File: config.mk
export PLATFORM = sky130hd
export DESIGN_NAME = lane_hit_judge
export DESIGN_NICKNAME = d
export VERILOG_FILES = /design/src/rtl/guitar_pkg.sv /design/src/rtl/rise_detect.sv /design/src/rtl/lane_hit_judge.sv
export SDC_FILE = /design/constraint.sdc
export NUM_CORES = 1
export LEC_CHECK = 0
export BUFFER_PORTS_ARGS = -buffer_cell sky130_fd_sc_hd__buf_2
export CAP_MARGIN = 15
export CORE_ASPECT_RATIO = 1.75
export CORE_UTILIZATION = 50
export CTS_CLUSTER_SIZE = 40
export DETAILED_ROUTE_END_ITERATION = 7
export GPL_ROUTABILITY_DRIVEN = 0
export PLACE_DENSITY = 0.74
export SLEW_MARGIN = 30
export SYNTH_ARGS = -nofsm -noshare
export SYNTH_HDL_FRONTEND = slang
export SYNTH_SLANG_ARGS = --single-unit
export TNS_END_PERCENT = 5
File: constraint.sdc
create_clock -name Clk -period 5.95 [get_ports Clk]
set_input_delay 0.8925 -clock Clk [delete_from_list [all_inputs] [get_ports Clk]]
set_output_delay 0.8925 -clock Clk [all_outputs]
set_load 0.01 [all_outputs]
File: src/rtl/guitar_pkg.sv
// Shared types and default constants for the guitar lane judges.
// Every lane instance draws its zone and point defaults from here.
package guitar_pkg;

    typedef enum logic {
        ARMED = 1'b0,
        DONE  = 1'b1
    } judge_state_t;

    localparam logic [9:0]  HIT_Y_TOP_DEF  = 10'd400;
    localparam logic [9:0]  HIT_Y_BOT_DEF  = 10'd460;
    localparam logic [9:0]  PERF_Y_TOP_DEF = 10'd420;
    localparam logic [9:0]  PERF_Y_BOT_DEF = 10'd440;
    localparam logic [15:0] GOOD_PTS_DEF   = 16'd50;
    localparam logic [15:0] PERF_PTS_DEF   = 16'd100;
    localparam logic [7:0]  STREAK_X2_DEF  = 8'd10;

    function automatic logic [15:0] sat_add16(
        input logic [15:0] a,
        input logic [15:0] b
    );
        logic [16:0] sum;
        sum = {1'b0, a} + {1'b0, b};
        sat_add16 = sum[16] ? 16'hFFFF : sum[15:0];
    endfunction

    function automatic logic [7:0] sat_inc8(input logic [7:0] a);
        sat_inc8 = (a == 8'hFF) ? 8'hFF : a + 8'd1;
    endfunction

endpackage

File: src/rtl/rise_detect.sv
// Key edge detector: registers the key level and flags a press.
// Shared by the lane judges and the start/pause control.
module rise_detect (
    input  logic Clk,
    input  logic Reset,
    input  logic key,
    output logic key_rise
);

    logic key_q;

    always_ff @(posedge Clk) begin
        if (Reset)
            key_q <= 1'b0;
        else
            key_q <= key;
    end

    assign key_rise = key & ~key_q;

endmodule

File: src/rtl/lane_hit_judge.sv
// Per-lane hit judge: grades fret presses against the strike zone,
// and keeps the lane score and hit streak.
module lane_hit_judge
    import guitar_pkg::*;
#(
    parameter logic [9:0]  HIT_Y_TOP  = HIT_Y_TOP_DEF,
    parameter logic [9:0]  HIT_Y_BOT  = HIT_Y_BOT_DEF,
    parameter logic [9:0]  PERF_Y_TOP = PERF_Y_TOP_DEF,
    parameter logic [9:0]  PERF_Y_BOT = PERF_Y_BOT_DEF,
    parameter logic [15:0] GOOD_PTS   = GOOD_PTS_DEF,
    parameter logic [15:0] PERF_PTS   = PERF_PTS_DEF,
    parameter logic [7:0]  STREAK_X2  = STREAK_X2_DEF
) (
    input  logic        Clk,
    input  logic        Reset,
    input  logic [9:0]  note_y_pos,
    input  logic        key,
    output logic        hit_perfect,
    output logic        hit_good,
    output logic        miss,
    output logic        ghost,
    output logic [15:0] score,
    output logic [7:0]  streak
);

    judge_state_t state, state_nxt;

    logic        key_rise;
    logic        in_zone;
    logic        in_perf;
    logic        past_zone;
    logic [15:0] base_pts;
    logic [15:0] pts;

    logic        hp_nxt;
    logic        hg_nxt;
    logic        miss_nxt;
    logic        ghost_nxt;
    logic [15:0] score_nxt;
    logic [7:0]  streak_nxt;

    rise_detect u_rise (
        .Clk      (Clk),
        .Reset    (Reset),
        .key      (key),
        .key_rise (key_rise)
    );

    assign in_zone   = (note_y_pos >= HIT_Y_TOP) && (note_y_pos <= HIT_Y_BOT);
    assign in_perf   = (note_y_pos >= PERF_Y_TOP) && (note_y_pos <= PERF_Y_BOT);
    assign past_zone = note_y_pos > HIT_Y_BOT;

    // Multiplier looks at the streak before this hit is counted.
    assign base_pts = in_perf ? PERF_PTS : GOOD_PTS;
    assign pts      = (streak >= STREAK_X2) ? (base_pts << 1) : base_pts;

    always_comb begin
        state_nxt  = state;
        hp_nxt     = 1'b0;
        hg_nxt     = 1'b0;
        miss_nxt   = 1'b0;
        ghost_nxt  = 1'b0;
        score_nxt  = score;
        streak_nxt = streak;
        unique case (state)
            ARMED: begin
                if (past_zone) begin
                    // A press on the same cycle is swallowed by the miss.
                    miss_nxt   = 1'b1;
                    streak_nxt = 8'd0;
                    state_nxt  = DONE;
                end else if (key_rise && in_zone) begin
                    hp_nxt     = in_perf;
                    hg_nxt     = ~in_perf;
                    score_nxt  = sat_add16(score, pts);
                    streak_nxt = sat_inc8(streak);
                    state_nxt  = DONE;
                end else if (key_rise) begin
                    ghost_nxt  = 1'b1;
                    streak_nxt = 8'd0;
                end
            end
            DONE: begin
                if (key_rise) begin
                    ghost_nxt  = 1'b1;
                    streak_nxt = 8'd0;
                end
                if (note_y_pos == 10'd0)
                    state_nxt = ARMED;
            end
            default: state_nxt = ARMED;
        endcase
    end

    always_ff @(posedge Clk) begin
        if (Reset) begin
            state       <= ARMED;
            hit_perfect <= 1'b0;
            hit_good    <= 1'b0;
            miss        <= 1'b0;
            ghost       <= 1'b0;
            score       <= 16'd0;
            streak      <= 8'd0;
        end else begin
            state       <= state_nxt;
            hit_perfect <= hp_nxt;
            hit_good    <= hg_nxt;
            miss        <= miss_nxt;
            ghost       <= ghost_nxt;
            score       <= score_nxt;
            streak      <= streak_nxt;
        end
    end

endmodule

### Word level (Yosys, flattened, before mapping)

Index checks and enable logic that the tools add are counted.

* bits in registers: 30
* latch bits: 0
* RAM bits: 0
* ROM bits: 0
* bits of input ports: 13
* output and inout port bits: 28
* logic and storage cells: 47
* memories kept: 0

* add/sub/neg operators: 2
* $mul: 0
* divide/modulo/power cells: 0
* $lt $le $gt $ge: 6
* equality and inequality tests: 1
* shifts and indexed selects: 0
* multiplexer cells: 17
* bitwise gates (word level): 6
* reductions and logical operators: 7

Operator list (number)
* $mux W8: 5
* $ge A10 B9 Y1 const B: 2
* $le A10 B9 Y1 const B: 2
* $add A16 B8 Y17: 1
* $mux W16: 1
* $pmux W8 S2: 1
* $gt A10 B9 Y1 const B: 1
* $logic_not A10 Y1: 1
* $add A8 B1 Y8 const B: 1
* $eq A8 B8 Y1 const B: 1
* $ge A8 B4 Y1 const B: 1
* $mux W1: 7
* $mux W7: 1
* $not A1 Y1: 5
* $pmux W1 S2: 2
* $reduce_or A4 Y1: 1
* $logic_and A1 B1 Y1: 3
* $reduce_and A3 Y1: 1
* $reduce_or A2 Y1: 1
* $and A1 B1 Y1: 1

### Depth between registers and ports, before layout

Gate-level depths: netlist (run 1).

* depth in word-level cells: 6
* mapped depth: 16
* mapped depth without buffers: 13

### Cells and area by module

From an unflattened synthesis (run 1), not the netlist that was laid out.

* cells, all modules: 216
* area, all modules: 1816.7 sq um

Modules (own cells, without submodules)
* lane_hit_judge: times used 1, cells each 213, area an instance 1769.2 sq um, seq. area each 580.6 sq um
* rise_detect: times used 1, cells each 3, area an instance 47.5 sq um, seq. area each 20.0 sq um

### Least setup slack after synthesis (run 1)

Ideal clock, no wire load.

* path kind: input to register
* start point: input port note_y_pos[4]
* end point: register score[13]
* setup time: 0.075 ns
* data arrival time: 3.594 ns
* required time: 5.875 ns
* slack: 2.281 ns
* cell stages on the path: 12
* buffers on the path: 3
* path through: o311ai_0 ha_1 buf_2 inv_1 ha_1 buf_2 o21a_1 nor2_1 or4_1 buf_2 or4_1 a31oi_1

* word-level cells in the longest chain between the ends: 6
* elaborated cells on any way between the ends: 14
* those cells by class: 1 x add/sub; 5 x order compare; 3 x mux; 1 x bitwise; 4 x reduce/logical

Ends and longest elaborated chain
* start: declaration: RTL line lane_hit_judge.sv:16 `input logic [9:0] note_y_pos,`
* $ge A10 B9 Y1 or $le A10 B9 Y1 (tied branches): RTL line lane_hit_judge.sv:50 `assign in_perf = (note_y_pos >= PERF_Y_TOP) && (note_y_pos <= PERF_Y_BOT);`
* $logic_and A1 B1 Y1: RTL line lane_hit_judge.sv:50
* $mux W7: RTL line lane_hit_judge.sv:54 `assign base_pts = in_perf ? PERF_PTS : GOOD_PTS;`
* $mux W8: RTL line lane_hit_judge.sv:55 `assign pts = (streak >= STREAK_X2) ? (base_pts << 1) : base_pts;`
* $add A16 B8 Y17: RTL line guitar_pkg.sv:23 `sum = {1'b0, a} + {1'b0, b};`
* $mux W16: RTL line guitar_pkg.sv:24 `sat_add16 = sum[16] ? 16'hFFFF : sum[15:0];`
* end signal: assignment: RTL line lane_hit_judge.sv:110 `score <= score_nxt;`
* end: declaration: RTL line lane_hit_judge.sv:22 `output logic [15:0] score,`

Parallel ways exist; a longest one is shown, timed or not.
A chain may end at the register's enable or synchronous reset.

### Worst setup path in the final report (run 1)

* start point: input port note_y_pos[4]
* end point: register score[10]

* word-level cells in the longest chain between the ends: 6
* elaborated cells on any way between the ends: 14
* those cells by class: 1 x add/sub; 5 x order compare; 3 x mux; 1 x bitwise; 4 x reduce/logical

Ends and longest elaborated chain
* $ge A10 B9 Y1 or $le A10 B9 Y1 (tied branches): RTL line lane_hit_judge.sv:50
* $logic_and A1 B1 Y1 *: RTL line lane_hit_judge.sv:50
* $mux W7 *: RTL line lane_hit_judge.sv:54
* net base_pts[1]: RTL line lane_hit_judge.sv:32 `logic [15:0] base_pts;`
* $mux W8 *: RTL line lane_hit_judge.sv:55
* $add A16 B8 Y17 *: RTL line guitar_pkg.sv:23
* $mux W16 *: RTL line guitar_pkg.sv:24

Mark *: on every way through the listed nets, which the timed path passes. The rest lies on a longest branch.

==> results of run 1 <==
cell type report:
type                    count  area share, %
flip-flops and latches     30           26.7
well taps                  46           2.56
clock inverters             1          0.223
repair buffers             42           9.47
clock buffers               7           3.84
inverters                  18           3.01
multi-input cells         178           54.2
stage by stage:
stage | worst slack [ns] | total power [mW] | hold WS (ns) | util, %
4_1_cts | 1.50 | 0.436 | 0.444 | 61.1
5_1_grt | 1.88 | 0.449 | 0.506 | 61.3
2_1_floorplan | 2.28 | 0.248 | 0.470 | -
6_report | 2.07 | 0.434 | 0.443 | 61.3
3_5_place_dp | 1.21 | 0.266 | 0.434 | 58.7
3_3_place_gp | 1.36 | 0.265 | 0.430 | 58.7
registers in the layout, indices dropped and copies added (netlist names):
| register | cells |
|---|---|
| ghost | 1 |
| miss | 1 |
| score | 16 |
| hit_good | 1 |
| streak | 8 |
| state | 1 |
| hit_perfect | 1 |
| u_rise.key_q | 1 |
power groups by stage:
stage / registers, mW / logic, mW / clock network, mW
5_1_grt: 0.211 / 0.0575 / 0.180
3_5_place_dp: 0.215 / 0.0513 / 0
2_1_floorplan: 0.214 / 0.0337 / 0
4_1_cts: 0.210 / 0.0515 / 0.174
6_report: 0.210 / 0.0513 / 0.172
3_3_place_gp: 0.215 / 0.0504 / 0
worst max-delay path: stages:
cell and delay, ns:
buf_2 0.13, o311ai_1 0.64, ha_1 0.44, inv_1 0.14, ha_1 0.46, o21a_1 0.17, o21ai_0 0.08, a32oi_1 0.43
buf_2 0.29, nand4_1 0.12, mux2_2 0.28
worst max-delay path by stage:
stage	startpoint	end	slack [ns]	cells after the start
floorplan	note_y_pos[4]	score[13]$_SDFFE_PP0P_	2.28	12
global placement	note_y_pos[4]	score[4]$_SDFFE_PP0P_	1.36	10
detailed placement	note_y_pos[4]	score[4]$_SDFFE_PP0P_	1.21	10
CTS	note_y_pos[4]	score[4]$_SDFFE_PP0P_	1.50	10
global route	note_y_pos[4]	score[11]$_SDFFE_PP0P_	1.88	10
finish	note_y_pos[4]	score[10]$_SDFFE_PP0P_	2.07	11
cell families after synthesis:
kind of cell	share of synthesized area, %
muxes	1.15
adders and majority gates	7.44
AOI/OAI and AO/OA	27.1
and+or+nand+nor	24.1
xor gates and xnor gates	2.24
DFF	30.8
buffers and inverters	7.18
layout by cell type, fill, tap and decap left out, types with 2 or more instances in the layout:
cell       Yosys  final
nor4b_1        2      2
nand3_1        6      6
a21oi_1       11     11
o21a_1         2      2
nor2b_1        5      5
nor3_1         5      4
clkbuf_8       2      6
nor4_1         8      8
a221oi_1       2      2
nand2_1       20     20
a2111oi_0      3      3
a21o_1         2      2
dfxtp_1       30     30
ha_1          10     10
and3_1         3      3
buf_2          3     41
a31oi_1        9      9
nor3b_1        4      4
a211oi_1      10     10
o31ai_1        6      6
o21ai_0       12     12
and4_1         3      3
mux2_2         2      2
a22oi_1        4      4
nor2_1        13     13
or4_1          4      4
nor3_2         1      2
nand4_1        6      6
inv_1         18     18
xnor2_1        4      4
cell usage after synthesis (3+ instances only):
library cell and n:
nor2_1 13, o31ai_1 6, ha_1 10, nor4_1 8, nand3_1 6, nor3b_1 4, a21oi_1 11, a2111oi_0 3
or4_1 4, inv_1 18, a22oi_1 4, and4_1 3, nand4_1 6, xnor2_1 4, nand2_1 20, buf_2 3
a211oi_1 10, nor2b_1 5, and3_1 3, nor3_1 5, a31oi_1 9, dfxtp_1 30, o21ai_0 12
metal layers:
metal	track usage [%]	vias to the layer above	wire [µm]
li1	-	973	-
met1	25.1	918	1840
met2	46.6	40	2660
met3	5.07	11	135
met4	12.6	0	108
met5	0	-	0
==> flow_summary.yaml, run 1 <==
floorplanning:
  row_count: 29
  core_area_um2: 3660
  dieArea_um2: 4170
  fp.dieH_um: 84.7
  io_pins: 41
  start_util_pct: 53.3
  die_w_um: 49.2
clocking:
  cts_buffers: 5
  cts_buffer_depth: 2
  clk_latency_ns: 0.28
  cts-root-buf: "clkbuf_8"
  clk_pin_slew_worst_paths_ns: 0.06
  cts_tree: "yes"
  htreeDepth: 2
  cts.sinks: 30
  cts_resized: 0
  postCtsHoldBufs: 0
  cts_setup_buffers: 0
power:
  ir_drop_mv: 0.127
  leakage_nw: 0.899
  switching_share_pct: 26.6
  p_per_area_nw_per_um2: 193
  p_comb_share_pct: 11.8
  clockPowerShare_pct: 39.6
  p_int_uw: 318
  power_frac_seq_pct: 48.5
  p_sw_uw: 115
timing:
  finalHoldViolCount: 0
  finalMaxSlewViolations: 0
  worstMarginPinSlew_ns: 0.810
  rsz0062_at_grt: "no"
  period_share_pct: 65.1
  setup_tns_ns: 0
  setup_viol: 0
  fin_crit_ns: 3.88
  fmax_ghz: 0.258
  finClkSkew_ns: 0.00314
  slew_headroom_pct: 45.9
worst_setup_path:
  end_kind: "register"
  crit_required_ns: 6.12
  crit_arrival_ns: 4.05
  critPathLaunchType: "primary input"
  timing.rr.start: "streak[0]$_SDFF_PP0_"
  worst_r2r_endpoint: "score[10]$_SDFFE_PP0P_"
  path_class: "in -> reg"
  path_max_fanout: 9
  r2r_slack_ns: 2.46
  reg2regPathDepth: 14
drt:
  drc: 0
  dr.pass1.iters: 4
  wl_mm: 4.74
  wire_per_inst_um: 14.7
  first_iter_violations: 44
  antenna_left: 0
  vias: 1942
  via_per_inst: 6.03
grt:
  grt_pass1_wl_mm: 8.08
  grt_antenna_before_repair: 0
  grt_pass1_vias: 1813
  grt_start_max_net_pins: 25
  gr-total-overflow: 0
  grt_usage_pct: 24.9
hold_path:
  min_to: "score[0]$_SDFFE_PP0P_"
  whs_path_depth: 2
  hold_path_class: "reg -> reg"
  hold_start: "score[0]$_SDFFE_PP0P_"
cells_and_area:
  seq_area_um2: 601
  nNetsFinal: 299
  finalNonFillerCells: 322
  final_area_um2: 2250
  syn_to_final_growth_pct: 15.1
  drive_gt1_share_pct: 22.1
  nFillCells: 359
  num_antenna_cells: 0
  multiInputGateArea_um2: 1220
synth:
  synth-seq-cells: 30
  syn-num-nets: 260
  ys_top_cells_by_area: "dfxtp_1 (31%), ha_1 (6.4%), a211oi_1 (3.8%), nand2_1 (3.8%), inv_1 (3.5%)"
  yosys_warnings: 0
  synth_top_area_share_pct: 30.8
  ys_seq_area_share_pct: 30.8
  syn_avg_cell_area_um2: 8.27
  synth_cells: 236
  synth_area_leader_cell: "dfxtp_1"
  synth_ff_type: "dfxtp_1"
  netlist_area_um2: 1950
  synth-edff-count: 0
  async_flop_share_pct: 0
  synth_cell_types: 54
place:
  io_buffers: 40
  dp_hpwl_mm: 3.55
  dp_cells: 313
  placed_area_um2: 2150
outcome:
  status: "completed"
job:
  cap_violations: 0
Power figures use the tool's default switching activity.
==> run 2: changes to the inputs <==
--- a/config.mk
+++ b/config.mk
@@ -8,11 +8,11 @@
 export BUFFER_PORTS_ARGS = -buffer_cell sky130_fd_sc_hd__buf_2
 export CAP_MARGIN = 15
 export CORE_ASPECT_RATIO = 1.75
-export CORE_UTILIZATION = 50
+export CORE_UTILIZATION = 49
 export CTS_CLUSTER_SIZE = 40
 export DETAILED_ROUTE_END_ITERATION = 7
 export GPL_ROUTABILITY_DRIVEN = 0
-export PLACE_DENSITY = 0.74
+export PLACE_DENSITY = 0.76
 export SLEW_MARGIN = 30
 export SYNTH_ARGS = -nofsm -noshare
 export SYNTH_HDL_FRONTEND = slang
==> constraint.sdc (replaced) <==
create_clock -name Clk -period 3.45 [get_ports Clk]
set_input_delay 0.5175 -clock Clk [delete_from_list [all_inputs] [get_ports Clk]]
set_output_delay 0.5175 -clock Clk [all_outputs]
set_load 0.01 [all_outputs]
==> run 2 against run 1 <==
  * Setup slack got worse by 1.7 ns
  * Via count up 6.2%
  * Non-clock buffer count grew 22
  * Global-route usage increased by 2.1 points
  * Clock power grew 76%
  * Wire length increased by 12%
  * Count of clock-buffer cells in the layout did not move
==> flow_summary.yaml, run 2 (synthesized netlist as in run 1, its figures left out) <==
timing:
  slew_headroom_pct: 68.6
  finalHoldViolCount: 0
  rsz0062_at_grt: "no"
  worstMarginPinSlew_ns: 0.471
  finalMaxSlewViolations: 0
  whs_ns: 0.446
  finClkSkew_ns: 0.00457
  setup_tns_ns: 0
  fmax_ghz: 0.325
  setup_viol: 0
  fin_crit_ns: 3.08
  period_share_pct: 89.2
worst_setup_path:
  crit_required_ns: 3.66
  crit_family: "compound AO/OA/AOI/OAI gates"
  path_class: "in -> reg"
  crit_arrival_ns: 3.29
  critPathLaunchType: "primary input"
  path_buf_inv: 4
  cp_cell_sequence: "buf_2, o311ai_0, o311ai_0, buf_4, ha_1, inv_1, fa_1, nor2b_1, a211o_2, a2111oi_2, buf_4, or4_1, a31oi_1"
  end_kind: "register"
  path_max_fanout: 8
  slowest_stage: "or4_1"
  cpPeakStageDelay_ns: 0.46
clocking:
  cts_tree: "yes"
  clk_latency_ns: 0.29
  clk_pin_slew_worst_paths_ns: 0.06
  cts.sinks: 30
  postCtsHoldBufs: 0
  cts_buffers: 5
  cts_resized: 0
  cts-root-buf: "clkbuf_8"
  htreeDepth: 2
  cts_buffer_depth: 2
  cts_setup_buffers: 0
grt:
  grt_start_max_net_pins: 25
  gr-total-overflow: 0
  grt_pass1_vias: 1941
  grt_pass1_wl_mm: 8.81
  grt_usage_pct: 27.0
  grt_antenna_before_repair: 0
power:
  p_total_uw: 766
  p_per_area_nw_per_um2: 317
  leakage_nw: 1.01
  ir_drop_mv: 0.271
cells_and_area:
  reg.largest.list: "score x16, streak x8"
  num_antenna_cells: 0
  drive_gt1_share_pct: 27.9
  top_register: "score"
  syn_to_final_growth_pct: 23.8
  final_cell_mix: "buf_2 (40), dfxtp_1 (30), buf_4 (24)"
  largest_reg_flops: 16
  layout_commonest_cell: "buf_2"
  nFillCells: 370
  nNetsFinal: 321
hold_path:
  hold_path_class: "reg -> reg"
drt:
  wl_mm: 5.29
  first_iter_violations: 88
  via_per_inst: 5.96
  wire_per_inst_um: 15.3
  drc: 0
  antenna_left: 0
  vias: 2063
  dr.pass1.iters: 4
floorplanning:
  die_w_um: 49.7
  start_util_pct: 51.0
  row_count: 30
  io_pins: 41
  dieArea_um2: 4250
  fp.dieH_um: 85.5
  core_area_um2: 3830
job:
  cap_violations: 0
outcome:
  status: "completed"
place:
  dp_hpwl_mm: 3.91
  io_buffers: 40
==> run 2: cell types whose count changed in the layout (fill, tap and decap cells not counted), sizes merged <==
| cell | delta |
|---|---|
| buf | +22 |
==> run 2: stage by stage <==
stage	setup slack (ns)	util [%]	std cells	instance area (µm²)
after detailed placement	0.0469	60.7	338	2320
final	0.374	63.1	346	2420
after global placement	0.174	60.7	338	2320
after global routing	0.122	63.1	346	2420
after floorplan	0.156	-	236	1950
after CTS	0.345	63.1	346	2420
==> run 2: power by group <==
| group | leakage, nW | internal [mW] | switching (mW) |
|---|---|---|---|
| clock | 0.0482 | 0.161 | 0.141 |
| combinational | 0.715 | 0.0429 | 0.0584 |
| sequential | 0.243 | 0.354 | 0.00906 |
| total | 1.01 | 0.558 | 0.209 |
==> run 2: path summary, 6_finish.rpt <==
path / start / end / slack (ns) / cells after the start
min reg2reg: score[0]$_SDFFE_PP0P_ / score[0]$_SDFFE_PP0P_ / 0.45 / 2
max: note_y_pos[2] / score[13]$_SDFFE_PP0P_ / 0.37 / 13
min: score[0]$_SDFFE_PP0P_ / score[0]$_SDFFE_PP0P_ / 0.45 / 2
max reg2reg: streak[0]$_SDFF_PP0_ / score[13]$_SDFFE_PP0P_ / 0.38 / 14
==> run 2: worst min-delay path, stage by stage, from the launching register on <==
cell,delay (ns)
dfxtp_1,0.31
inv_1,0.05
a21oi_1,0.05
==> run 2: final cells by class <==
class	count	area, µm²	area share, %
Sequential cell	30	601	24.9
Timing Repair Buffer	64	380	15.7
Inverter	18	67.6	2.80
Tap cell	48	60.1	2.49
Multi-Input combinational cell	178	1220	50.3
Clock buffer	7	86.3	3.57
Clock inverter	1	5.00	0.207
==> run 2: routing by layer <==
metal  part of all wire [%]  global-route usage (%)  up-vias  routed length [µm]
met3                    3.4                    3.90       16                 178
met2                     54                    51.0       56                2880
li1                       -                       -     1028                   -
met1                     38                    26.9      963                2020
met5                      0                       0        -                   0
met4                    4.0                    15.8        0                 211
==> run 3: changes to the inputs <==
--- a/config.mk
+++ b/config.mk
@@ -12,6 +12,7 @@
 export CTS_CLUSTER_SIZE = 40
 export DETAILED_ROUTE_END_ITERATION = 7
 export GPL_ROUTABILITY_DRIVEN = 0
+export GPL_TIMING_DRIVEN = 0
 export PLACE_DENSITY = 0.76
 export SLEW_MARGIN = 30
 export SYNTH_ARGS = -nofsm -noshare
==> run 3 against run 2 <==
  * Sequential power is essentially flat
  * Critical path type unchanged
  * Die area unchanged
  * Count of clock-buffer cells in the layout unchanged
  * Design area is 2.4% lower
  * Critical endpoint unchanged
  * Non-clock buffer count shrank 13
  * Fmax decreased by 5.7%
  * Wire length increased by 0.85%
  * Combinational power about the same
  * Final cell count is 3.8% lower
==> flow_summary.yaml, run 3 (synthesized netlist as in run 1, its figures left out) <==
outcome:
  status: "completed"
timing:
  period_share_pct: 94.6
  finalMaxSlewViolations: 0
  worst_slack_ns: 0.186
  slew_headroom_pct: 55.0
  finalHoldViolCount: 0
  fmax_ghz: 0.306
  setup_viol: 0
  fin_crit_ns: 3.26
  whs_ns: 0.463
  finClkSkew_ns: 0.00609
  worstMarginPinSlew_ns: 0.670
floorplanning:
  fp.dieH_um: 85.5
  dieArea_um2: 4250
  die_w_um: 49.7
  start_util_pct: 51.0
  row_count: 30
  core_area_um2: 3830
  io_pins: 41
clocking:
  cts_tree: "yes"
  postCtsHoldBufs: 0
  cts.sinks: 30
  cts-root-buf: "clkbuf_8"
  clk_latency_ns: 0.30
  cts_buffer_depth: 2
  cts_buffers: 5
  clk_pin_slew_worst_paths_ns: 0.06
  htreeDepth: 2
worst_setup_path:
  critPathLaunchType: "primary input"
  crit_required_ns: 3.67
  end_kind: "register"
  crit_arrival_ns: 3.48
  path_max_fanout: 8
  path_class: "in -> reg"
  reg2regPathDepth: 16
place:
  placed_area_um2: 2210
  dp_hpwl_mm: 3.90
  io_buffers: 40
  dp_slack_ns: -0.400
cells_and_area:
  final_area_um2: 2360
  nNetsFinal: 308
  reg.largest.list: "score x16, streak x8"
  drive_gt1_share_pct: 25.3
  nFillCells: 366
  multiInputGateArea_um2: 1240
  fin_util_pct: 61.6
  num_antenna_cells: 0
  largest_reg_flops: 16
  layout_commonest_cell: "buf_2"
  top_register: "score"
  syn_to_final_growth_pct: 20.8
  final_cell_mix: "buf_2 (41), dfxtp_1 (29), nand2_1 (20)"
  seq_area_um2: 604
job:
  cap_violations: 0
drt:
  antenna_left: 0
  wire_per_inst_um: 16.0
  first_iter_violations: 74
  via_per_inst: 6.15
  dr.pass1.iters: 4
  drc: 0
  wl_mm: 5.34
  vias: 2049
hold_path:
  whs_path_depth: 2
  hold_path_class: "reg -> reg"
power:
  p_total_uw: 763
  ir_drop_mv: 0.274
  p_per_area_nw_per_um2: 324
  leakage_nw: 0.936
grt:
  grt_antenna_before_repair: 0
  grt_usage_pct: 26.3
  grt_pass1_vias: 1886
  grt_start_max_net_pins: 11
  grt_pass1_wl_mm: 8.49
  gr-total-overflow: 0
run 3: worst max-delay path: stages:
cell and delay (ns):
buf_2 0.12, o311ai_0 0.41, o311ai_2 0.27, inv_1 0.13, ha_1 0.26, inv_1 0.07
ha_1 0.37, o21ai_0 0.11, a21oi_1 0.38, a2111oi_4 0.19, or4_1 0.51, a31oi_1 0.15
run 3: layer usage:
metal | global-route usage [%] | up-vias | wire length [µm]
li1 | - | 998 | -
met1 | 24.6 | 971 | 2010
met2 | 48.8 | 58 | 2820
met3 | 5.32 | 22 | 243
met4 | 19.0 | 0 | 261
met5 | 0 | - | 0
run 3: path summary, 6_finish.rpt:
path | to | slack [ns] | start
max | score[13]$_SDFFE_PP0P_ | 0.19 | note_y_pos[2]
min reg2reg | score[0]$_SDFFE_PP0P_ | 0.46 | score[0]$_SDFFE_PP0P_
max reg2reg | score[13]$_SDFFE_PP0P_ | 0.21 | streak[0]$_SDFF_PP0_
min | score[0]$_SDFFE_PP0P_ | 0.46 | score[0]$_SDFFE_PP0P_
run 3: layout make-up:
type | instances | share of cell area, %
Buffer | 10 | 3.45
Clock buffer | 7 | 3.66
Clock inverter | 1 | 0.212
Inverter | 18 | 2.87
Multi-Input combinational cell | 178 | 52.8
Sequential cell | 30 | 25.6
Tap cell | 48 | 2.55
Timing Repair Buffer | 41 | 8.81
run 3: what timing repair did:
item / CTS / global route
endpoints found under the setup margin: 8 / 12
gates resized for setup: 2 / 10
pin swaps: 0 / 1
buffers inserted: 0 / 1
run 3: per-stage QoR:
| step | setup TNS, ns | std cells |
|---|---|---|
| 3_3_place_gp | -8.67 | 324 |
| 4_1_cts | 0 | 332 |
| 3_5_place_dp | -4.22 | 324 |
| 2_1_floorplan | 0 | 236 |
| 6_report | 0 | 333 |
| 5_1_grt | -0.0538 | 333 |
run 3: power by group:
| group | switching, mW | internal, mW |
|---|---|---|
| Combinational | 0.0619 | 0.0388 |
| Clock | 0.142 | 0.161 |
| Sequential | 0.00625 | 0.354 |
